==> src/rtl/debounce_pkg.sv <==
// Shared types and defaults for the pushbutton debouncer and related
// input-conditioning blocks.
// Contents: db_state_t FSM encoding, default stability count and prescaler width.
package debounce_pkg;

   typedef enum logic [1:0] {
      LOW       = 2'd0,
      WAIT_HIGH = 2'd1,
      HIGH      = 2'd2,
      WAIT_LOW  = 2'd3
   } db_state_t;

   // 50000 samples is 1 ms at a 50 MHz system clock.
   localparam int DB_STABLE_CYCLES_DEF = 50000;
   localparam int DB_PRESCALE_W_DEF    = 8;

endpackage

==> src/rtl/sync_2ff.sv <==
// Two-flop synchronizer bringing an asynchronous level into the clk domain.
// Latency: 2 clock edges from input sample to o_q. No backpressure.
// Ports: clk, rst_n (async active-low, clears both flops), i_d (async in), o_q (synced out).
module sync_2ff (
   input  logic clk,
   input  logic rst_n,
   input  logic i_d,
   output logic o_q
);

   logic r_meta;
   logic r_sync;

   always_ff @(posedge clk or negedge rst_n) begin
      if (!rst_n) begin
         r_meta <= 1'b0;
         r_sync <= 1'b0;
      end else begin
         r_meta <= i_d;
         r_sync <= r_meta;
      end
   end

   assign o_q = r_sync;

endmodule

==> src/rtl/button_debouncer.sv <==
// Debounces a raw pushbutton/switch level into a clean level plus rise/fall pulses.
// Latency: 2+STABLE_CYCLES edges (2+STABLE_CYCLES*2^PRESCALE_W with prescaler). No backpressure.
// Ports: clk, rst_n (async active-low), signal_in (raw async), signal_out (level),
//        rise_pulse / fall_pulse (one-clock events when signal_out changes).
// Optional: define DEBOUNCE_PRESCALE_EN to advance the stability count only once
//           every 2^PRESCALE_W clocks; bounce abort is still checked every clock.
module button_debouncer #(
   parameter int STABLE_CYCLES = debounce_pkg::DB_STABLE_CYCLES_DEF,
   parameter int PRESCALE_W    = debounce_pkg::DB_PRESCALE_W_DEF
) (
   input  logic clk,
   input  logic rst_n,
   input  logic signal_in,
   output logic signal_out,
   output logic rise_pulse,
   output logic fall_pulse
);

   import debounce_pkg::*;

   localparam int CNT_W = $clog2(STABLE_CYCLES + 1);
   localparam logic [CNT_W-1:0] LP_CNT_MAX = CNT_W'(STABLE_CYCLES - 1);

   // Marker block: only elaborates for out-of-range parameters, which makes
   // a bad configuration easy to spot in the elaborated hierarchy.
   if (STABLE_CYCLES < 1 || PRESCALE_W < 1) begin : g_illegal_params
   end

   logic       w_s_sync;
   logic       w_tick;

   db_state_t  r_state;
   db_state_t  w_state_nxt;
   logic [CNT_W-1:0] r_cnt;
   logic [CNT_W-1:0] w_cnt_nxt;
   logic       r_signal_out;
   logic       r_rise;
   logic       r_fall;
   logic       w_out_nxt;
   logic       w_rise_nxt;
   logic       w_fall_nxt;

   sync_2ff u_sync (
      .clk   (clk),
      .rst_n (rst_n),
      .i_d   (signal_in),
      .o_q   (w_s_sync)
   );

`ifdef DEBOUNCE_PRESCALE_EN
   logic [PRESCALE_W-1:0] r_pre;
   logic [PRESCALE_W-1:0] w_pre_nxt;

   // The count step happens on the clock where the prescaler wraps back to 0.
   assign w_tick = &r_pre;

   // Prescaler runs only while staying in a WAIT state; any entry into a
   // WAIT state (or leaving one) restarts it from 0.
   always_comb begin
      w_pre_nxt = '0;
      if ((r_state == WAIT_HIGH || r_state == WAIT_LOW) && (w_state_nxt == r_state)) begin
         w_pre_nxt = r_pre + PRESCALE_W'(1);
      end
   end

   always_ff @(posedge clk or negedge rst_n) begin
      if (!rst_n) begin
         r_pre <= '0;
      end else begin
         r_pre <= w_pre_nxt;
      end
   end
`else
   assign w_tick = 1'b1;
`endif

   always_ff @(posedge clk or negedge rst_n) begin
      if (!rst_n) begin
         r_state      <= LOW;
         r_cnt        <= '0;
         r_signal_out <= 1'b0;
         r_rise       <= 1'b0;
         r_fall       <= 1'b0;
      end else begin
         r_state      <= w_state_nxt;
         r_cnt        <= w_cnt_nxt;
         r_signal_out <= w_out_nxt;
         r_rise       <= w_rise_nxt;
         r_fall       <= w_fall_nxt;
      end
   end

   always_comb begin
      w_state_nxt = r_state;
      w_cnt_nxt   = r_cnt;
      w_rise_nxt  = 1'b0;
      w_fall_nxt  = 1'b0;
      w_out_nxt   = 1'b0;

      case (r_state)
         LOW: begin
            if (w_s_sync) begin
               w_state_nxt = WAIT_HIGH;
               w_cnt_nxt   = '0;
            end
         end
         WAIT_HIGH: begin
            // Abort is checked before the tick so a bounce is caught every clock.
            if (!w_s_sync) begin
               w_state_nxt = LOW;
               w_cnt_nxt   = '0;
            end else if (w_tick) begin
               if (r_cnt == LP_CNT_MAX) begin
                  w_state_nxt = HIGH;
                  w_cnt_nxt   = '0;
                  w_rise_nxt  = 1'b1;
               end else begin
                  w_cnt_nxt = r_cnt + CNT_W'(1);
               end
            end
         end
         HIGH: begin
            if (!w_s_sync) begin
               w_state_nxt = WAIT_LOW;
               w_cnt_nxt   = '0;
            end
         end
         WAIT_LOW: begin
            if (w_s_sync) begin
               w_state_nxt = HIGH;
               w_cnt_nxt   = '0;
            end else if (w_tick) begin
               if (r_cnt == LP_CNT_MAX) begin
                  w_state_nxt = LOW;
                  w_cnt_nxt   = '0;
                  w_fall_nxt  = 1'b1;
               end else begin
                  w_cnt_nxt = r_cnt + CNT_W'(1);
               end
            end
         end
         default: begin
            w_state_nxt = LOW;
            w_cnt_nxt   = '0;
         end
      endcase

      // Level follows the committed side of the FSM: WAIT states still show
      // the old level until the new one has been held long enough.
      w_out_nxt = (w_state_nxt == HIGH) || (w_state_nxt == WAIT_LOW);
   end

   assign signal_out = r_signal_out;
   assign rise_pulse = r_rise;
   assign fall_pulse = r_fall;

endmodule

==> config.mk <==
export PLATFORM = sky130hd
export DESIGN_NAME = button_debouncer
export DESIGN_NICKNAME = d
export VERILOG_FILES = /design/src/rtl/debounce_pkg.sv /design/src/rtl/sync_2ff.sv /design/src/rtl/button_debouncer.sv
export SDC_FILE = /design/constraint.sdc
export NUM_CORES = 1
export LEC_CHECK = 0
export CAP_MARGIN = 20
export CORE_ASPECT_RATIO = 0.5
export CORE_MARGIN = 5
export CORE_UTILIZATION = 30
export DETAILED_ROUTE_END_ITERATION = 12
export PLACE_DENSITY_LB_ADDON = 0.12
export SLEW_MARGIN = 5
export SYNTH_ARGS = -nofsm -noshare
export SYNTH_HDL_FRONTEND = slang
export SYNTH_SLANG_ARGS = --single-unit
==> constraint.sdc <==
create_clock -name clk -period 2.7 [get_ports clk]
set_input_delay 0.405 -clock clk [delete_from_list [all_inputs] [get_ports clk]]
set_output_delay 0.405 -clock clk [all_outputs]
set_load 0.01 [all_outputs]
* Word level (Yosys, flattened, before mapping) *
Index checks and enable logic that the tools add are counted.

word-level totals
  bits in registers = 23
  bits of input ports = 3
  output and inout bits = 3
  logic and storage cells = 37

operators by class
  equal/unequal tests = 8
  add/sub/neg operators = 1
  muxes and demuxes = 18
  reduce and logical (&&, ||, !) cells = 3

operators with widths
  kind                     number
  $mux W16                 5
  $pmux W16 S4             1
  $add A16 B1 Y16 const B  1
  $eq A16 B16 Y1 const B   1
  $mux W2                  6
  $eq A2 B2 Y1 const B     4
  $pmux W2 S4              1
  $mux W1                  5
  $eq A2 B1 Y1 const B     1
  $logic_not A2 Y1         1
  $ne A2 B1 Y1 const B     1
  $ne A2 B2 Y1 const B     1
  $reduce_and A2 Y1        1
  $logic_or A1 B1 Y1       1

* Longest topological paths before layout *
  depth in word-level cells = 6
  mapped depth = 6

* Modules after synthesis *
From an unflattened synthesis, not the netlist that was laid out.

second synthesis, totals
  cells, all modules = 114
  area total of the unflattened synthesis = 1222.4 um^2

modules (own cells, without submodules)
  module            cells each  seq. area each (um^2)  instances  area each (um^2)
  button_debouncer  112         525.5                  1          1172.4
  sync_2ff          2           50.0                   1          50.0

* Least setup slack after synthesis *
OpenSTA, ideal clock, no wires.

  path kind = flip-flop to flip-flop
  from = register r_cnt[5]
  to = register r_cnt[5]
  period minus slack after synthesis = 1.968 ns
  setup slack = 0.732 ns
  arrival = 1.842 ns
  path buffers = 1
  stages on the path, launching flop included = 6
  cells stage by stage = dfrtp_1 -> or4bb_1 -> or4_4 -> buf_6 -> a31oi_1 -> o22ai_1

between the ends
  word-level cells in the longest chain between the ends = 4
  elaborated cells on any way between the ends = 6
  classes of those cells = 1 x add/sub; 1 x eq/ne; 4 x mux

RTL lines
  item                                                      line                                              RTL
  from (decl)                                               button_debouncer.sv:34                            logic [CNT_W-1:0] r_cnt;
  from (signal assigned)                                    button_debouncer.sv:86                            r_cnt <= w_cnt_nxt;
  $add A16 B1 Y16 / $eq A16 B16 Y1 (equally long branches)  n/a
  $mux W16 *                                                button_debouncer.sv:113, button_debouncer.sv:133
  $mux W16 (on tied branches)                               button_debouncer.sv:129, button_debouncer.sv:109
  $pmux W16 S4 *                                            button_debouncer.sv:100                           case (r_state)

Mark *: on every way between the ends. The rest lies on a longest branch, timed or not.
A chain may end at the register's enable or synchronous reset.

* Worst setup path after layout *
  from = register r_cnt[5]
  to = register r_cnt[14]

Same word-level chain as after synthesis.

==> impl_metrics.toml <==
[timing]
min_period_over_period_pct = 77.6
tns_ps = 0
relSlewSlack_pct = 57.5
clock_skew_ps = 4.16
tightest_slew_ps = 636
finalSetupViolCount = 0
fin_crit_ps = 2100
slew_violations = 0
hold_violations = 0
rsz0062_at_grt = "no"
fmax_ghz = 0.477

[clock_tree]
ctsHoldBuffers = 0
h-tree-depth = 1
cts.sink_count = 23
clock_path_buffers = 2
post_cts_buffers = 0
cts_buffers = 3
cts_root_buf = "clkbuf_8"
cts_resized = 0
insertion_delay_ps = 260
cts_tree = "built"
clk_pin_slew_worst_paths_ps = 80

[synth]
synthCells = 121
syn_avg_cell_area_um2 = 9.88
synth-seq-cells = 23
ys_seq_area_share_pct = 48.2
yosys_warnings = 0
synth_area_mm2 = 0.00119
synth-xor-area-share_pct = 3.66
muxShareOfSynthArea_pct = 1.88
synth_compound_area_share_pct = 15.2
synth_fa_ha_area_share_pct = 1.05
synthSimpleGateAreaFrac_pct = 27.2
synth_nets = 125
synth_cell_types = 34
synth_top_family_by_area = "simple AND/OR/NAND/NOR gates"

[global_route]
grt_pass1_wl_mm = 4.66
grt-ovfl-total = 0
grt_max_degree = 24
grt_pass1_vias = 905
antenna_found_initial = 0
track_usage_pct = 11.3

[critical_path]
worst_setup_path_end_kind = "flop"
worstPathArrival_ps = 2240
worstSetupPathType = "flop to flop"
cp_max_fo = 12
required_ps = 2840
start_kind = "flop"

[detailed_routing]
drt_iter0_drc = 87
viasPerCell = 5.35
vias = 974
route.detailed.drc = 0
routedWlPerCell_um = 14.5
first_pass_iters = 4
ant_nets = 0
wirelength_mm = 2.64

[pwr]
ir_drop_mv = 0.264
power_density_mw_per_mm2 = 446
power_leakage_nw = 0.534
total_power_uw = 604

[finish]
fin_nets = 133
final_common_cell = "dfrtp_1"
area_growth_pct = 13.3
num-fill-cells = 401
diodes = 0
drive_gt1_share_pct = 8.59
layout_common_cells = "23 x dfrtp_1, 13 x nand2_1, 8 x nand3_1, 8 x o21ai_0, 8 x a31oi_1"

[hold_path]
hold_class = "flop to flop"

[run_status]
status = "completed"

[die]
placementRows = 16
io_pins = 6
core_area_mm2 = 0.00386
die-area_mm2 = 0.00542
fp.dieH_um = 54.6
start_util_pct = 30.9
dieWidth_um = 99.3

[placed_design]
io_buffer_count = 5
dp_hpwl_mm = 1.85
place_congestion = 0.763

[job]
max_cap_viol_count = 0
critical path, cell delays in order (launching register included):
cell	delay, ps
dfrtp_1	440
or4bb_1	580
or4_4	650
nand2_1	200
o211ai_1	120
path summary, 6_finish.rpt:
kind                               start          to  slack (ps)  depth (start not counted)
setup / recovery                r_cnt[5]   r_cnt[14]         600                          4
hold / removal             u_sync.r_meta  u_sync.o_q         360                          0
setup reg to reg                r_cnt[5]   r_cnt[14]         600                          4
hold reg to reg            u_sync.r_meta  u_sync.o_q         360                          0
max in group asynchronous          rst_n   r_cnt[13]        1980                          2
min in group asynchronous          rst_n  rise_pulse         490                          2
flip-flops by register name, indices dropped and copies added, names as in the netlist:
| name | count |
|---|---|
| fall_pulse | 1 |
| r_cnt | 16 |
| r_state | 2 |
| rise_pulse | 1 |
| signal_out | 1 |
| u_sync.o_q | 1 |
| u_sync.r_meta | 1 |
synthesized netlist by cell type:
| library cell | count | share of area, % |
|---|---|---|
| and2_1 | 2 | 1.0 |
| and3_1 | 3 | 1.6 |
| nor4_2 | 1 | 1.0 |
| clkbuf_1 | 3 | 0.94 |
| or4_4 | 1 | 0.94 |
| or3_1 | 1 | 0.52 |
| a22o_1 | 2 | 1.5 |
| o21ai_0 | 8 | 3.4 |
| nor3_1 | 1 | 0.42 |
| xor2_1 | 3 | 2.2 |
| or4bb_1 | 2 | 1.9 |
| and4_1 | 1 | 0.73 |
| inv_1 | 3 | 0.94 |
| ha_1 | 1 | 1.0 |
| nor4_1 | 4 | 2.1 |
| dfrtp_1 | 23 | 48 |
| a31oi_1 | 8 | 4.2 |
| a21o_1 | 1 | 0.63 |
| xnor2_1 | 2 | 1.5 |
| buf_6 | 1 | 0.94 |
| or4b_4 | 1 | 1.2 |
| nand3_1 | 8 | 3.4 |
| a21oi_1 | 3 | 1.3 |
| a41oi_1 | 2 | 1.5 |
| o22ai_1 | 1 | 0.52 |
| o211ai_1 | 1 | 0.63 |
| nor2_1 | 5 | 1.6 |
| nand4_1 | 6 | 3.1 |
| mux2_2 | 2 | 1.9 |
| nand2b_1 | 1 | 0.52 |
| nor3b_1 | 3 | 1.9 |
| nand2_1 | 13 | 4.1 |
| or4_1 | 2 | 1.3 |
| o311a_1 | 2 | 1.7 |
cell type report:
type                            instances  area, µm²  area share [%]
Clock buffer                            3       41.3            3.05
Clock inverter                          1       7.51           0.555
Inverter                                3       11.3           0.832
Multi-Input combinational cell         91        586            43.3
Sequential cell                        23        576            42.5
Tap cell                               54       67.6            4.99
Timing Repair Buffer                    7       65.1            4.81
routing by layer:
layer / vias to the layer above / track usage (%) / part of all wire [%]
met5: - / 0 / 0
met4: 0 / 3.40 / 0.45
met3: 2 / 2.80 / 4.4
met2: 25 / 16.9 / 41
met1: 464 / 16.3 / 54
li1: 483 / - / -
power breakdown:
| part | switching [mW] | internal (mW) |
|---|---|---|
| Combinational | 0.0219 | 0.0105 |
| Sequential | 0.00653 | 0.349 |
| Clock | 0.112 | 0.104 |
through the flow:
stage | std cells | utilization [%] | cell area [µm²] | worst slack [ps] | hold WS [ps]
6_report | 182 | 35.0 | 1350 | 604 | 355
2_1_floorplan | 121 | - | 1190 | 732 | 109
3_3_place_gp | 178 | 33.8 | 1310 | 626 | 337
5_1_grt | 182 | 35.0 | 1350 | 527 | 379
4_1_cts | 182 | 35.0 | 1350 | 612 | 360
3_5_place_dp | 178 | 33.8 | 1310 | 623 | 338
cell families (layout without fill, tap and decap cells):
family                   count (synthesis)  in the layout
AO/OA/AOI/OAI                           28             28
buffers and inverters                    7             14
XOR/XNOR                                 5              5
adder cells (fa/ha/maj)                  1              1
AND/OR/NAND/NOR                         55             55
flip-flops                              23             23
multiplexers                             2              2
Power figures use the tool's default switching activity.
